$ cat src/rtl/shift_rx_deser_if.sv
// Serial-in / parallel-out bundle for shift_rx_deser: serial strobe side plus
// the valid/ready word output and status flags.
interface shift_rx_deser_if #(
    parameter int WIDTH = 4
);
    logic             ser_in;
    logic             ser_en;
    logic             sync;
    logic [WIDTH-1:0] q;
    logic             q_valid;
    logic             q_ready;
    logic             ovf;
    logic             busy;

    modport master (
        output ser_in, ser_en, sync, q_ready,
        input  q, q_valid, ovf, busy
    );

    modport slave (
        input  ser_in, ser_en, sync, q_ready,
        output q, q_valid, ovf, busy
    );
endinterface

$ cat src/rtl/shift_rx_deser.sv
// Serial-to-parallel receiver for a 74194-style serial link: SYNC-aligned word
// assembly, one-deep valid/ready output register, sticky overflow on drop.
//
//   state | meaning
//   IDLE  | no word in progress, waiting for a start bit
//   SHIFT | partial word being assembled (BUSY)
module shift_rx_deser #(
    parameter int WIDTH     = 4,
    parameter bit MSB_FIRST = 1'b1,
    parameter bit REQ_SYNC  = 1'b1
) (
    input  logic             i_clk,
    input  logic             i_clr,
    shift_rx_deser_if.slave  bus
);

    localparam int            CW   = $clog2(WIDTH);
    localparam logic [CW-1:0] LAST = CW'(WIDTH - 1);

    typedef enum logic {
        IDLE  = 1'b0,
        SHIFT = 1'b1
    } state_t;

    state_t           r_state;
    state_t           w_state_nxt;
    logic [CW-1:0]    r_cnt;
    logic [CW-1:0]    w_cnt_nxt;
    logic [WIDTH-1:0] r_sr;
    logic [WIDTH-1:0] w_sr_shifted;
    logic [WIDTH-1:0] r_q;
    logic             r_q_valid;
    logic             r_ovf;
    logic             w_start;
    logic             w_shift;
    logic             w_complete;

    if (MSB_FIRST) begin : g_msb_first
        assign w_sr_shifted = {r_sr[WIDTH-2:0], bus.ser_in};
    end else begin : g_lsb_first
        assign w_sr_shifted = {bus.ser_in, r_sr[WIDTH-1:1]};
    end

    assign w_start = bus.ser_en && (bus.sync || !REQ_SYNC);

    always_ff @(posedge i_clk) begin
        if (i_clr) begin
            r_state <= IDLE;
        end else begin
            r_state <= w_state_nxt;
        end
    end

    always_comb begin
        w_state_nxt = r_state;
        case (r_state)
            IDLE:    if (w_start) w_state_nxt = SHIFT;
            SHIFT:   if (bus.ser_en && !bus.sync && r_cnt == LAST) w_state_nxt = IDLE;
            default: w_state_nxt = IDLE;
        endcase
    end

    // A SYNC inside SHIFT restarts the count; stale bits fall out of the
    // register before the word can complete, so no explicit clear is needed.
    always_comb begin
        w_shift    = 1'b0;
        w_complete = 1'b0;
        w_cnt_nxt  = r_cnt;
        case (r_state)
            IDLE: begin
                if (w_start) begin
                    w_shift   = 1'b1;
                    w_cnt_nxt = CW'(1);
                end
            end
            SHIFT: begin
                if (bus.ser_en) begin
                    w_shift = 1'b1;
                    if (bus.sync) begin
                        w_cnt_nxt = CW'(1);
                    end else if (r_cnt == LAST) begin
                        w_complete = 1'b1;
                        w_cnt_nxt  = '0;
                    end else begin
                        w_cnt_nxt = r_cnt + 1'b1;
                    end
                end
            end
            default: w_cnt_nxt = '0;
        endcase
    end

    always_ff @(posedge i_clk) begin
        if (i_clr) begin
            r_sr      <= '0;
            r_cnt     <= '0;
            r_q       <= '0;
            r_q_valid <= 1'b0;
            r_ovf     <= 1'b0;
        end else begin
            if (w_shift) r_sr <= w_sr_shifted;
            r_cnt <= w_cnt_nxt;
            // A completion while the held word is being accepted replaces it.
            if (w_complete) begin
                if (!r_q_valid || bus.q_ready) begin
                    r_q       <= w_sr_shifted;
                    r_q_valid <= 1'b1;
                end else begin
                    r_ovf <= 1'b1;
                end
            end else if (r_q_valid && bus.q_ready) begin
                r_q_valid <= 1'b0;
            end
        end
    end

    assign bus.q       = r_q;
    assign bus.q_valid = r_q_valid;
    assign bus.ovf     = r_ovf;
    assign bus.busy    = (r_state == SHIFT);

endmodule

$ cat src/flat_wrapper.sv
// flat-port wrapper written by rule: the top's interface ports become plain ports
module shift_rx_deser_flat 
#(
    parameter int WIDTH     = 4,
    parameter bit MSB_FIRST = 1'b1,
    parameter bit REQ_SYNC  = 1'b1
)
  (i_clk, i_clr, bus_ser_in, bus_ser_en, bus_sync, bus_q_ready, bus_q, bus_q_valid, bus_ovf, bus_busy);
  shift_rx_deser_if #(.WIDTH(WIDTH)) bus_i ();
  input  logic i_clk;
  input  logic i_clr;
  input wire logic [$bits(bus_i.ser_in)-1:0] bus_ser_in;
  input wire logic [$bits(bus_i.ser_en)-1:0] bus_ser_en;
  input wire logic [$bits(bus_i.sync)-1:0] bus_sync;
  input wire logic [$bits(bus_i.q_ready)-1:0] bus_q_ready;
  output wire logic [$bits(bus_i.q)-1:0] bus_q;
  output wire logic [$bits(bus_i.q_valid)-1:0] bus_q_valid;
  output wire logic [$bits(bus_i.ovf)-1:0] bus_ovf;
  output wire logic [$bits(bus_i.busy)-1:0] bus_busy;
  assign bus_i.ser_in = bus_ser_in;
  assign bus_i.ser_en = bus_ser_en;
  assign bus_i.sync = bus_sync;
  assign bus_i.q_ready = bus_q_ready;
  assign bus_q = bus_i.q;
  assign bus_q_valid = bus_i.q_valid;
  assign bus_ovf = bus_i.ovf;
  assign bus_busy = bus_i.busy;
  shift_rx_deser #(.WIDTH(WIDTH), .MSB_FIRST(MSB_FIRST), .REQ_SYNC(REQ_SYNC)) u_core (.i_clk(i_clk), .i_clr(i_clr), .bus(bus_i));
endmodule
$ cat config.mk
export PLATFORM = sky130hd
export DESIGN_NAME = shift_rx_deser_flat
export DESIGN_NICKNAME = d
export VERILOG_FILES = /design/src/rtl/shift_rx_deser_if.sv /design/src/rtl/shift_rx_deser.sv /design/src/flat_wrapper.sv
export SDC_FILE = /design/constraint.sdc
export NUM_CORES = 1
export LEC_CHECK = 0
export BUFFER_PORTS_ARGS = -buffer_cell sky130_fd_sc_hd__buf_2
export CORE_AREA = 4 4 41 43
export DETAILED_ROUTE_END_ITERATION = 6
export DIE_AREA = 0 0 45 47
export HOLD_SLACK_MARGIN = 0.08
export PLACE_DENSITY_LB_ADDON = 0.3
export SYNTH_ARGS = -nofsm -noshare
export SYNTH_HDL_FRONTEND = slang
export SYNTH_SLANG_ARGS = --single-unit
$ cat constraint.sdc
create_clock -name i_clk -period 1 [get_ports i_clk]
set_input_delay 0.1 -clock i_clk [delete_from_list [all_inputs] [get_ports i_clk]]
set_output_delay 0.1 -clock i_clk [all_outputs]
set_load 0.02 [all_outputs]
# ---- After elaboration in Yosys (flattened, before gate mapping)
# Cells that the tools add are included.
# W data, S select, Z words.
dict set report totals {
  ramBits 0
  ff_bits 12
  word_cells 42
  latchBits 0
  inputBits 6
  romBits 0
  mem_count 0
  out_inout_bits 7
}
dict set report classes {
  div 0
  reduce_logical 12
  eq_ne 4
  n_bitwise 2
  n_shift 0
  order_cmp 0
  mux 17
  n_addsub 1
  n_mul 0
}
# cell count
set op_table {}
lappend op_table {{$mux W1} 10}
lappend op_table {{$mux W2} 4}
lappend op_table {{$reduce_and A2 Y1} 4}
lappend op_table {{$logic_and A1 B1 Y1} 4}
lappend op_table {{$ne A2 B2 Y1 const B} 2}
lappend op_table {{$pmux W1 S2} 2}
lappend op_table {{$pmux W2 S2} 1}
lappend op_table {{$add A2 B1 Y2 const B} 1}
lappend op_table {{$eq A2 B2 Y1 const B} 1}
lappend op_table {{$logic_not A1 Y1} 2}
lappend op_table {{$ne A2 B1 Y1 const B} 1}
lappend op_table {{$not A1 Y1} 2}
lappend op_table {{$reduce_bool A2 Y1} 1}
lappend op_table {{$logic_or A1 B1 Y1} 1}

# ---- Longest topological paths before layout
# Gate-level depths: netlist of the first run.
dict set report depth {
  depth_word 7
  depth_mapped 4
  mapped_depth_nobuf 4
}

# ---- Worst setup path before layout of the first run
# No wires, ideal clock.
dict set report synth_timing {
  kind {register -> register}
  from {register u_core.r_state (netlist: u_core.bus.busy)}
  to {register u_core.r_q[0] (netlist: u_core.bus.q[0])}
  stages_incl_launch_ff 5
  slack_ps -220
  arrival_time_ps 1148
  period_less_slack_ps 1220
  path_buffers 1
  cell_sequence {dfxtp_1 -> and3b_4 -> and3b_1 -> buf_6 -> mux2i_1}
}
dict set report synth_via {
  elab_chain_len 2
}
# element line
set synth_lines {}
lappend synth_lines {{start: declaration} shift_rx_deser.sv:25} ;# state_t r_state;
lappend synth_lines {{start signal: assignment} shift_rx_deser.sv:50} ;# r_state <= w_state_nxt;
lappend synth_lines {{$mux W1} shift_rx_deser.sv:69} ;# case (r_state)
lappend synth_lines {{$reduce_and A2 Y1 (no line)} --}
lappend synth_lines {{end signal: assignment} shift_rx_deser.sv:106} ;# r_q <= w_sr_shifted;
lappend synth_lines {{end: declaration} shift_rx_deser.sv:31} ;# logic [WIDTH-1:0] r_q;
# No other way between the ends.
# A chain may end at the register's enable or synchronous reset.

# ---- Worst setup path in the final report of the first run
dict set report layout_timing {
  from {register u_core.r_state (netlist: u_core.bus.busy)}
  to {register u_core.r_q[3] (netlist: u_core.bus.q[3])}
}
# Same word-level chain as after synthesis.

==> results of run 1 <==
==> cells by family after synthesis <==
kind of cell | after synthesis
compound gates | 6
fa+ha+maj | 1
buf+inv | 2
flops | 12
mux | 7
simple gates | 20
==> metal layers <==
layer  vias to the layer above  GRT usage (%)  wire length [um]
met2                         9           19.2               501
met1                       184           9.45               421
met5                         -              0                 0
met3                         0           2.30                45
li1                        203              -                 -
met4                         0           9.94                 0
==> worst max-delay path by stage <==
stage / start / end / slack, ps / cells after the start
after floorplan: u_core.bus.busy$_SDFF_PP0_ / u_core.bus.q[0]$_SDFFE_PP0P_ / -90 / 4
after global placement: u_core.bus.busy$_SDFF_PP0_ / u_core.bus.q[2]$_SDFFE_PP0P_ / -80 / 3
after detailed placement: u_core.bus.busy$_SDFF_PP0_ / u_core.bus.q[3]$_SDFFE_PP0P_ / -130 / 3
after CTS: u_core.bus.busy$_SDFF_PP0_ / u_core.bus.q[3]$_SDFFE_PP0P_ / -90 / 3
after global routing: u_core.bus.busy$_SDFF_PP0_ / u_core.bus.q[3]$_SDFFE_PP0P_ / -120 / 3
final: u_core.bus.busy$_SDFF_PP0_ / u_core.bus.q[3]$_SDFFE_PP0P_ / -80 / 3
==> where the power goes <==
group          total [mW]  switching, mW  internal [mW]
logic              0.0904         0.0411         0.0493
registers           0.495        0.00751          0.487
clock network       0.385          0.164          0.221
total               0.970          0.212          0.758
==> metrics by stage <==
stage / cell area [um^2] / setup WS (ps) / instances
global placement: 611 / -80.3 / 79
CTS: 661 / -91.9 / 83
finish: 669 / -75.9 / 83
detailed placement: 611 / -128 / 79
global route: 669 / -121 / 83
floorplan: 502 / -86.8 / 48
==> worst reg2reg max path, cell delays in order, from the launching register on <==
cell and delay, ps:
dfxtp_4 360, and3b_4 190, and3b_2 250, mux2i_1 210
==> cells in the final DEF, fill, tap and decap left out, drive strengths merged <==
master   n
nor2     7
and3b    2
clkbuf   4
buf     18
a21oi    1
a22oi    2
a31oi    1
nand2b   8
o21ai    1
dfxtp   12
a211oi   1
mux2i    7
ha       1
nor2b    2
nand2    1
==> final cells by class <==
cell class                 count  area (um^2)
clock buffer                   4         36.3
fill                         127          632
multi-input combinational     34          255
sequential                    12          248
tap                           15         18.8
timing repair buffer          18          111
==> sequential cells by signal, indices dropped and copies added, names as in the netlist <==
signal and cells:
u_core.bus.q 4, u_core.r_sr 3, u_core.r_cnt 2, u_core.bus.busy 1, u_core.bus.ovf 1, u_core.bus.q_valid 1
==> Yosys cell counts, types with 2 or more instances <==
library cell / number / area share [%]
dfxtp_1: 12 / 49
nand2b_1: 8 / 10
mux2i_1: 7 / 14
nor2_1: 7 / 5.3
a22oi_1: 2 / 3.0
nor2b_1: 2 / 2.5
==> timing repair <==
item / CTS / global route
gates resized for setup: 5 / 3
setup endpoints to repair: 9 / 13
pin swaps: 0 / 1
==> impl_metrics.py, run 1 <==
metrics = {
    "timing": {
        "finalHoldViolations": 0,
        "worst_pin_slew_ps": 301,
        "min_period_ps": 1080,
        "finalWorstSetupSlack_ps": -75.9,
        "slew_violations": 0,
        "hold_ws_ps": 91.7,
        "grt_setup_unrepaired": "yes",
        "finalSetupTns_ps": -292,
        "max_slew_margin_pct": 79.9,
        "setup-violations-final": 8,
        "fin_skew_ps": 0.709,
        "max_freq_ghz": 0.929,
        "fin_crit_sh_pct": 108,
    },
    "cts": {
        "cts_inserted_buffers": 3,
        "hold_buffers": 0,
        "cts_tree": "built",
        "clock-sinks": 12,
        "htree_levels": 1,
        "cts_buffer_depth": 2,
        "clkLatencyLatePin_ps": 270,
        "cts_root_buffer": "clkbuf_4",
        "clk_pin_slew_ps": 80,
        "cts_setup_buffers": 0,
    },
    "power_and_ir_drop": {
        "power.density_mw_per_mm2": 1450,
        "ir_drop_v": 0.000652,
        "power.leakage_nw": 0.294,
        "finalPower_uw": 970,
    },
    "setup_path": {
        "r2r_cells": 3,
        "crit_path_cell_trace": "and3b_4 -> and3b_2 -> mux2i_1",
        "reg2reg_from": "u_core.bus.busy$_SDFF_PP0_",
        "cp.buffers_inverters": 0,
        "rrSetupSlack_ps": -80,
        "end_kind": "flip-flop",
        "cp.arrival_ps": 1280,
        "start_kind": "flip-flop",
        "slowest_delay_ps": 360,
        "critPathSlowestCell": "dfxtp_4",
        "reg2reg_to": "u_core.bus.q[3]$_SDFFE_PP0P_",
        "crit_required_ps": 1200,
        "path_delay_family": "simple AND/OR/NAND/NOR gates",
        "critical_path_class": "reg -> reg",
        "worstPathMaxFanout": 4,
    },
    "routing": {
        "firstDrtPassIters": 5,
        "totalWireLength_um": 968,
        "routed_via_density": 4.77,
        "ant_nets": 0,
        "drt_iter0_drc": 7,
        "route.detailed.drc": 0,
        "wl_per_cell_um": 11.7,
        "vias": 396,
    },
    "run_status": {
        "violations": "negative setup slack",
        "status": "complete, but fails checks",
    },
    "floorplanning": {
        "core_mm2": 0.00130,
        "start_util_pct": 38.0,
        "die_y_um": 47,
        "io_pins": 13,
        "dieArea_mm2": 0.00212,
        "rows": 13,
        "fp.dieW_um": 45,
    },
    "global_route": {
        "antenna_found_initial": 0,
        "grt_pass1_wl_um": 1520,
        "grt.total_usage_pct": 10.5,
        "grt_max_degree": 17,
        "globalRouteOverflowTotal": 0,
        "grt_pass1_vias": 401,
    },
    "layout": {
        "area_growth_pct": 35.4,
        "final_core_util_pct": 51.4,
        "drive_gt1_share_pct": 48.5,
        "diodes": 0,
        "fin_nets": 76,
    },
    "logic_synthesis": {
        "synth_compound_area_share_pct": 8.61,
        "synthCells": 48,
        "syn_nets": 55,
        "ys_async_sr_fraction_pct": 0,
        "ys_seq_area_share_pct": 48.6,
        "ys_warn_count": 0,
        "synthesis.area_um2": 494,
        "synth_fa_ha_area_share_pct": 2.53,
        "synth_flop_cell": "dfxtp_1",
        "synthXorXnorAreaFrac_pct": 0,
        "synthMuxAreaShare_pct": 14.2,
        "ys_ff_latch": 12,
        "synth_edf_count": 0,
        "synth_cell_types": 16,
        "yosys.area_share.simple_pct": 23.0,
        "synth_top_family_by_area": "simple AND/OR/NAND/NOR gates",
        "syn_avg_cell_area_um2": 10.3,
    },
    "worst_hold_path": {
        "worstHoldPathCells": 3,
        "hp-start": "bus_ser_in",
        "hold_path_class": "in -> reg",
        "hold_end": "u_core.r_sr[0]$_SDFFE_PP0P_",
    },
    "job": {
        "drv_cap": 0,
    },
    "place": {
        "dp_hpwl_um": 726,
        "io_buffers": 12,
        "gp_congestion": 0.697,
    },
}
Note: power is estimated with default switching activity, not from simulation.
==> run 2, diff against run 1 <==
==> constraint.sdc (replaced) <==
create_clock -name i_clk -period 1.2 [get_ports i_clk]
set_input_delay 0.12 -clock i_clk [delete_from_list [all_inputs] [get_ports i_clk]]
set_output_delay 0.12 -clock i_clk [all_outputs]
set_load 0.02 [all_outputs]
==> run 2 against run 1 <==
Net effect:
- the flow now finishes without violations
- final area decreased by 12%
- register-to-register slack better by 160 ps
- hold slack better by 16 ps
- critical path type unchanged
- largest cell class is now flip-flops and latches
- highest routed layer is now met4
==> impl_metrics.py, run 2 (synthesis results as in run 1) <==
metrics = {
    "timing": {
        "fin_skew_ps": 5.29,
        "finalWorstSetupSlack_ps": 81.2,
        "finalHoldViolations": 0,
        "min_period_ps": 1120,
        "setup-violations-final": 0,
        "slew_violations": 0,
        "max_slew_margin_pct": 79.3,
        "max_freq_ghz": 0.894,
        "finalSetupTns_ps": 0,
        "worst_pin_slew_ps": 311,
        "grt_setup_unrepaired": "no",
        "fin_crit_sh_pct": 93.2,
    },
    "routing": {
        "vias": 382,
        "route.detailed.drc": 0,
        "firstDrtPassIters": 4,
        "wl_per_cell_um": 11.3,
        "drt_iter0_drc": 2,
        "routed_via_density": 4.96,
        "totalWireLength_um": 868,
        "ant_nets": 0,
    },
    "setup_path": {
        "crit_path_cell_trace": "and3b_4 -> and3b_2 -> mux2i_1",
        "path_delay_family": "simple AND/OR/NAND/NOR gates",
        "critPathSlowestCell": "dfxtp_2",
        "start_kind": "flip-flop",
        "end_kind": "flip-flop",
        "r2r_cells": 3,
        "slowest_delay_ps": 360,
        "worstPathMaxFanout": 5,
        "reg2reg_from": "u_core.bus.busy$_SDFF_PP0_",
        "critical_path_class": "reg -> reg",
        "rrSetupSlack_ps": 80,
        "reg2reg_to": "u_core.bus.q[2]$_SDFFE_PP0P_",
        "worst-path-stages": 3,
        "crit_required_ps": 1400,
        "cp.arrival_ps": 1320,
        "cp.buffers_inverters": 0,
    },
    "cts": {
        "clk_pin_slew_ps": 80,
        "cts_tree": "built",
        "cts_resized": 0,
        "cts_setup_buffers": 0,
        "cts_inserted_buffers": 3,
        "clkLatencyLatePin_ps": 270,
        "cts_root_buffer": "clkbuf_4",
        "cts_buffer_depth": 2,
        "htree_levels": 1,
        "hold_buffers": 0,
        "clock-sinks": 12,
    },
    "place": {
        "dp_cells": 74,
        "io_buffers": 12,
        "gp_congestion": 0.678,
        "dp_hpwl_um": 660,
        "place_ws_ps": 39.8,
        "post_dp_cell_area_um2": 567,
    },
    "global_route": {
        "grt_pass1_wl_um": 1530,
        "gr-usage-met1_pct": 10.9,
        "globalRouteOverflowTotal": 0,
        "grt_pass1_vias": 370,
        "grt.total_usage_pct": 10.9,
        "grt_util_met3_pct": 4.60,
        "use_met2_pct": 16.9,
        "grt_busiest_layer": "met2",
        "grt_max_degree": 17,
        "antenna_found_initial": 0,
    },
    "floorplanning": {
        "fp.dieW_um": 45,
        "dieArea_mm2": 0.00212,
        "rows": 13,
        "start_util_pct": 38.0,
        "core_mm2": 0.00130,
        "die_y_um": 47,
        "io_pins": 13,
    },
    "layout": {
        "final_cell_area_um2": 591,
        "area_growth_pct": 19.5,
        "final_cell_mix": "buf_2, dfxtp_1, nand2b_1",
        "fin_nets": 71,
        "final_common_cell": "buf_2",
        "finalNonFillerCells": 77,
        "drive_gt1_share_pct": 32.3,
        "diodes": 0,
        "largest_register_ffs": 4,
    },
    "power_and_ir_drop": {
        "p_sw_uw": 171,
        "combPwrFrac_pct": 7.2,
        "power.leakage_nw": 0.260,
        "p_int_uw": 548,
        "ir_drop_v": 0.000462,
        "swShare_pct": 23.8,
        "power_frac_clock_pct": 35.2,
        "finalPower_uw": 720,
        "power.density_mw_per_mm2": 1220,
        "p_seq_share_pct": 57.6,
    },
    "run_status": {
        "status": "finished clean",
    },
    "worst_hold_path": {
        "hold_end": "u_core.r_sr[0]$_SDFFE_PP0P_",
        "worstHoldPathCells": 3,
        "hp-start": "bus_ser_in",
        "hold_path_class": "in -> reg",
    },
    "job": {
        "drv_cap": 0,
    },
}
## run 2: changes by cell type in the layout (fill, tap and decap cells not counted), sizes merged
cell / change
buf: -5
clkbuf: -1
## run 2: worst register-to-register path, cell delays in order, from the launching register on
cell and delay (ps):
dfxtp_2 360, and3b_4 230, and3b_2 250, mux2i_1 210
## run 2: area by class of cell
type	instances	area, um^2
clock buffers	3	22.5
repair buffers	13	67.6
fillers	139	711
flip-flops and latches	12	241
multi-input cells	34	240
well taps	15	18.8
## run 2: power by group through the flow
stage / Sequential, mW / Combinational [mW] / Clock (mW)
after global placement: 0.423 / 0.0519 / 0
after detailed placement: 0.424 / 0.0528 / 0
after CTS: 0.414 / 0.0528 / 0.257
after floorplan: 0.425 / 0.0307 / 0
after global routing: 0.415 / 0.0586 / 0.265
final: 0.414 / 0.0518 / 0.254
## run 2: layer usage
layer | share of wire (%) | routed length (um)
met1 | 46 | 399
met2 | 46 | 397
met3 | 3.9 | 34
met4 | 4.1 | 36
met5 | 0 | 0
## run 2: worst max-delay path by stage
stage                     slack [ps]                            start                           end
after detailed placement          40       u_core.bus.busy$_SDFF_PP0_  u_core.bus.q[2]$_SDFFE_PP0P_
after CTS                         30       u_core.bus.busy$_SDFF_PP0_  u_core.bus.q[2]$_SDFFE_PP0P_
after floorplan                   50  u_core.bus.q_valid$_SDFFE_PP0P_  u_core.bus.q[0]$_SDFFE_PP0P_
after global routing              30       u_core.bus.busy$_SDFF_PP0_  u_core.bus.q[2]$_SDFFE_PP0P_
after global placement            80       u_core.bus.busy$_SDFF_PP0_  u_core.bus.q[0]$_SDFFE_PP0P_
final                             80       u_core.bus.busy$_SDFF_PP0_  u_core.bus.q[2]$_SDFFE_PP0P_
## run 2: through the flow
stage | hold WS [ps] | util (%)
floorplan | 264 | -
global placement | 374 | 43.6
detailed placement | 400 | 43.6
CTS | 111 | 45.3
global route | 140 | 45.4
finish | 107 | 45.4
==> run 3, diff against run 2 <==
--- a/config.mk
+++ b/config.mk
@@ -7,10 +7,12 @@
 export LEC_CHECK = 0
 export BUFFER_PORTS_ARGS = -buffer_cell sky130_fd_sc_hd__buf_2
 export CORE_AREA = 4 4 41 43
+export CTS_BUF_LIST = sky130_fd_sc_hd__clkbuf_2
 export DETAILED_ROUTE_END_ITERATION = 6
 export DIE_AREA = 0 0 45 47
 export HOLD_SLACK_MARGIN = 0.08
 export PLACE_DENSITY_LB_ADDON = 0.3
+export RECOVER_POWER = 50
 export SYNTH_ARGS = -nofsm -noshare
 export SYNTH_HDL_FRONTEND = slang
 export SYNTH_SLANG_ARGS = --single-unit
==> run 3 against run 2 <==
Net effect:
- wire length did not move
- clock power fell by 21%
- fmax fell by 1.2%
- hold slack improved by 18 ps
- combinational power fell by 1%
- sequential share of layout area rose by 1.4 points
- die area did not move
- clock skew fell by 4.7 ps
- critical path depth did not move
- register-to-register slack barely moved
- largest cell class unchanged
- largest power group unchanged
==> impl_metrics.py, run 3 (synthesis results as in run 1) <==
metrics = {
    "run_status": {
        "status": "finished clean",
    },
    "layout": {
        "area_growth_pct": 15.4,
        "largest_register_ffs": 4,
        "final_cell_mix": "dfxtp_1, nand2b_1, clkbuf_1",
        "final_common_cell": "dfxtp_1",
        "final_core_util_pct": 43.8,
        "fin_nets": 71,
        "diodes": 0,
        "drive_gt1_share_pct": 19.4,
    },
    "routing": {
        "ant_nets": 0,
        "wl_per_cell_um": 11.3,
        "vias": 377,
        "route.detailed.drc": 0,
        "routed_via_density": 4.90,
        "drt_iter0_drc": 2,
        "totalWireLength_um": 868,
        "firstDrtPassIters": 2,
    },
    "setup_path": {
        "start_kind": "flip-flop",
        "end_kind": "flip-flop",
        "critPathLaunch": "u_core.bus.busy$_SDFF_PP0_",
        "crit_required_ps": 1400,
        "reg2reg_to": "u_core.bus.q[2]$_SDFFE_PP0P_",
        "rrSetupSlack_ps": 70,
        "cp.arrival_ps": 1330,
        "worstPathMaxFanout": 5,
        "reg2reg_from": "u_core.bus.busy$_SDFF_PP0_",
        "r2r_cells": 3,
        "critical_path_class": "reg -> reg",
    },
    "cts": {
        "clk_pin_slew_ps": 110,
        "clkLatencyLatePin_ps": 260,
        "cts_buffer_depth": 2,
        "clock-sinks": 12,
        "htree_levels": 1,
        "cts_tree": "built",
        "cts_setup_buffers": 0,
        "cts_root_buffer": "clkbuf_2",
        "cts_inserted_buffers": 3,
    },
    "power_and_ir_drop": {
        "p_sw_uw": 166,
        "power_frac_clock_pct": 30.1,
        "combPwrFrac_pct": 7.7,
        "ir_drop_v": 0.000433,
        "power.leakage_nw": 0.224,
        "power.density_mw_per_mm2": 1170,
        "finalPower_uw": 666,
        "swShare_pct": 25.0,
        "p_int_uw": 500,
        "p_seq_share_pct": 62.2,
    },
    "timing": {
        "hold_ws_ps": 126,
        "finalSetupTns_ps": 0,
        "min_period_ps": 1130,
        "finalHoldViolations": 0,
        "max_freq_ghz": 0.883,
        "worst_pin_slew_ps": 305,
        "fin_crit_sh_pct": 94.3,
        "grt_setup_unrepaired": "no",
        "slew_violations": 0,
        "fin_skew_ps": 0.577,
        "max_slew_margin_pct": 79.6,
        "setup-violations-final": 0,
    },
    "place": {
        "dp_hpwl_um": 660,
        "gp_congestion": 0.678,
        "io_buffers": 12,
    },
    "job": {
        "drv_cap": 0,
    },
    "floorplanning": {
        "fp.dieW_um": 45,
        "io_pins": 13,
        "start_util_pct": 38.0,
        "dieArea_mm2": 0.00212,
        "core_mm2": 0.00130,
        "rows": 13,
        "die_y_um": 47,
    },
    "global_route": {
        "grt_pass1_wl_um": 1540,
        "grt.total_usage_pct": 10.8,
        "globalRouteOverflowTotal": 0,
        "grt_max_degree": 17,
        "grt_pass1_vias": 371,
        "antenna_found_initial": 0,
    },
    "worst_hold_path": {
        "hp-start": "bus_ser_in",
        "hold_end": "u_core.r_sr[0]$_SDFFE_PP0P_",
        "hold_path_class": "in -> reg",
        "worstHoldPathCells": 3,
    },
}
==> run 3: cell types whose count changed in the layout (fill, tap and decap cells not counted), sizes merged <==
| cell | before | now |
|---|---|---|
| clkbuf | 3 | 11 |
| buf | 13 | 5 |
==> run 3: critical path: stages (launching register included) <==
cell     delay [ps]
dfxtp_2         370
and3b_4         230
and3b_2         250
mux2i_1         210
==> run 3: power by group through the flow <==
stage	Clock (mW)	Combinational, mW	Sequential, mW
floorplan	0	0.0307	0.425
global placement	0	0.0519	0.423
detailed placement	0	0.0528	0.424
CTS	0.208	0.0529	0.415
global route	0.220	0.0580	0.416
finish	0.200	0.0512	0.415
==> run 3: metal layers <==
| metal | track usage, % | wire, um | part of all wire [%] | vias up |
|---|---|---|---|---|
| met1 | 11.3 | 407 | 47 | 174 |
| met5 | 0 | 0 | 0 | - |
| li1 | - | - | - | 192 |
| met4 | 10.5 | 34 | 3.9 | 0 |
| met2 | 16.9 | 401 | 46 | 6 |
| met3 | 3.45 | 26 | 3.0 | 5 |
==> run 3: final cells by class <==
cell class	count	area (um^2)
Multi-Input combinational cell	34	240
Tap cell	15	18.8
Sequential cell	12	241
Fill cell	149	731
Timing Repair Buffer	13	55.1
Clock buffer	3	15.0
==> run 3: how the worst max path moves through the flow <==
| stage | to | slack [ps] | cells past startpoint |
|---|---|---|---|
| 2_1_floorplan | u_core.bus.q[0]$_SDFFE_PP0P_ | 50 | 4 |
| 3_3_place_gp | u_core.bus.q[0]$_SDFFE_PP0P_ | 80 | 3 |
| 3_5_place_dp | u_core.bus.q[2]$_SDFFE_PP0P_ | 40 | 3 |
| 4_1_cts | u_core.bus.q[2]$_SDFFE_PP0P_ | 20 | 3 |
| 5_1_grt | u_core.bus.q[0]$_SDFFE_PP0P_ | 30 | 3 |
| 6_report | u_core.bus.q[2]$_SDFFE_PP0P_ | 70 | 3 |
==> run 3: timing repair <==
action / CTS / global route
hold buffers: 0 / 0
endpoints found under the setup margin: 0 / 4
gates resized for setup: 0 / 1
==> run 3: per-stage QoR <==
stage	setup WS [ps]	cell area, um^2	std cells
floorplan	45.4	495	48
global placement	77.9	567	74
detailed placement	39.8	567	74
CTS	19.2	582	77
global route	26.1	571	77
finish	68.1	571	77
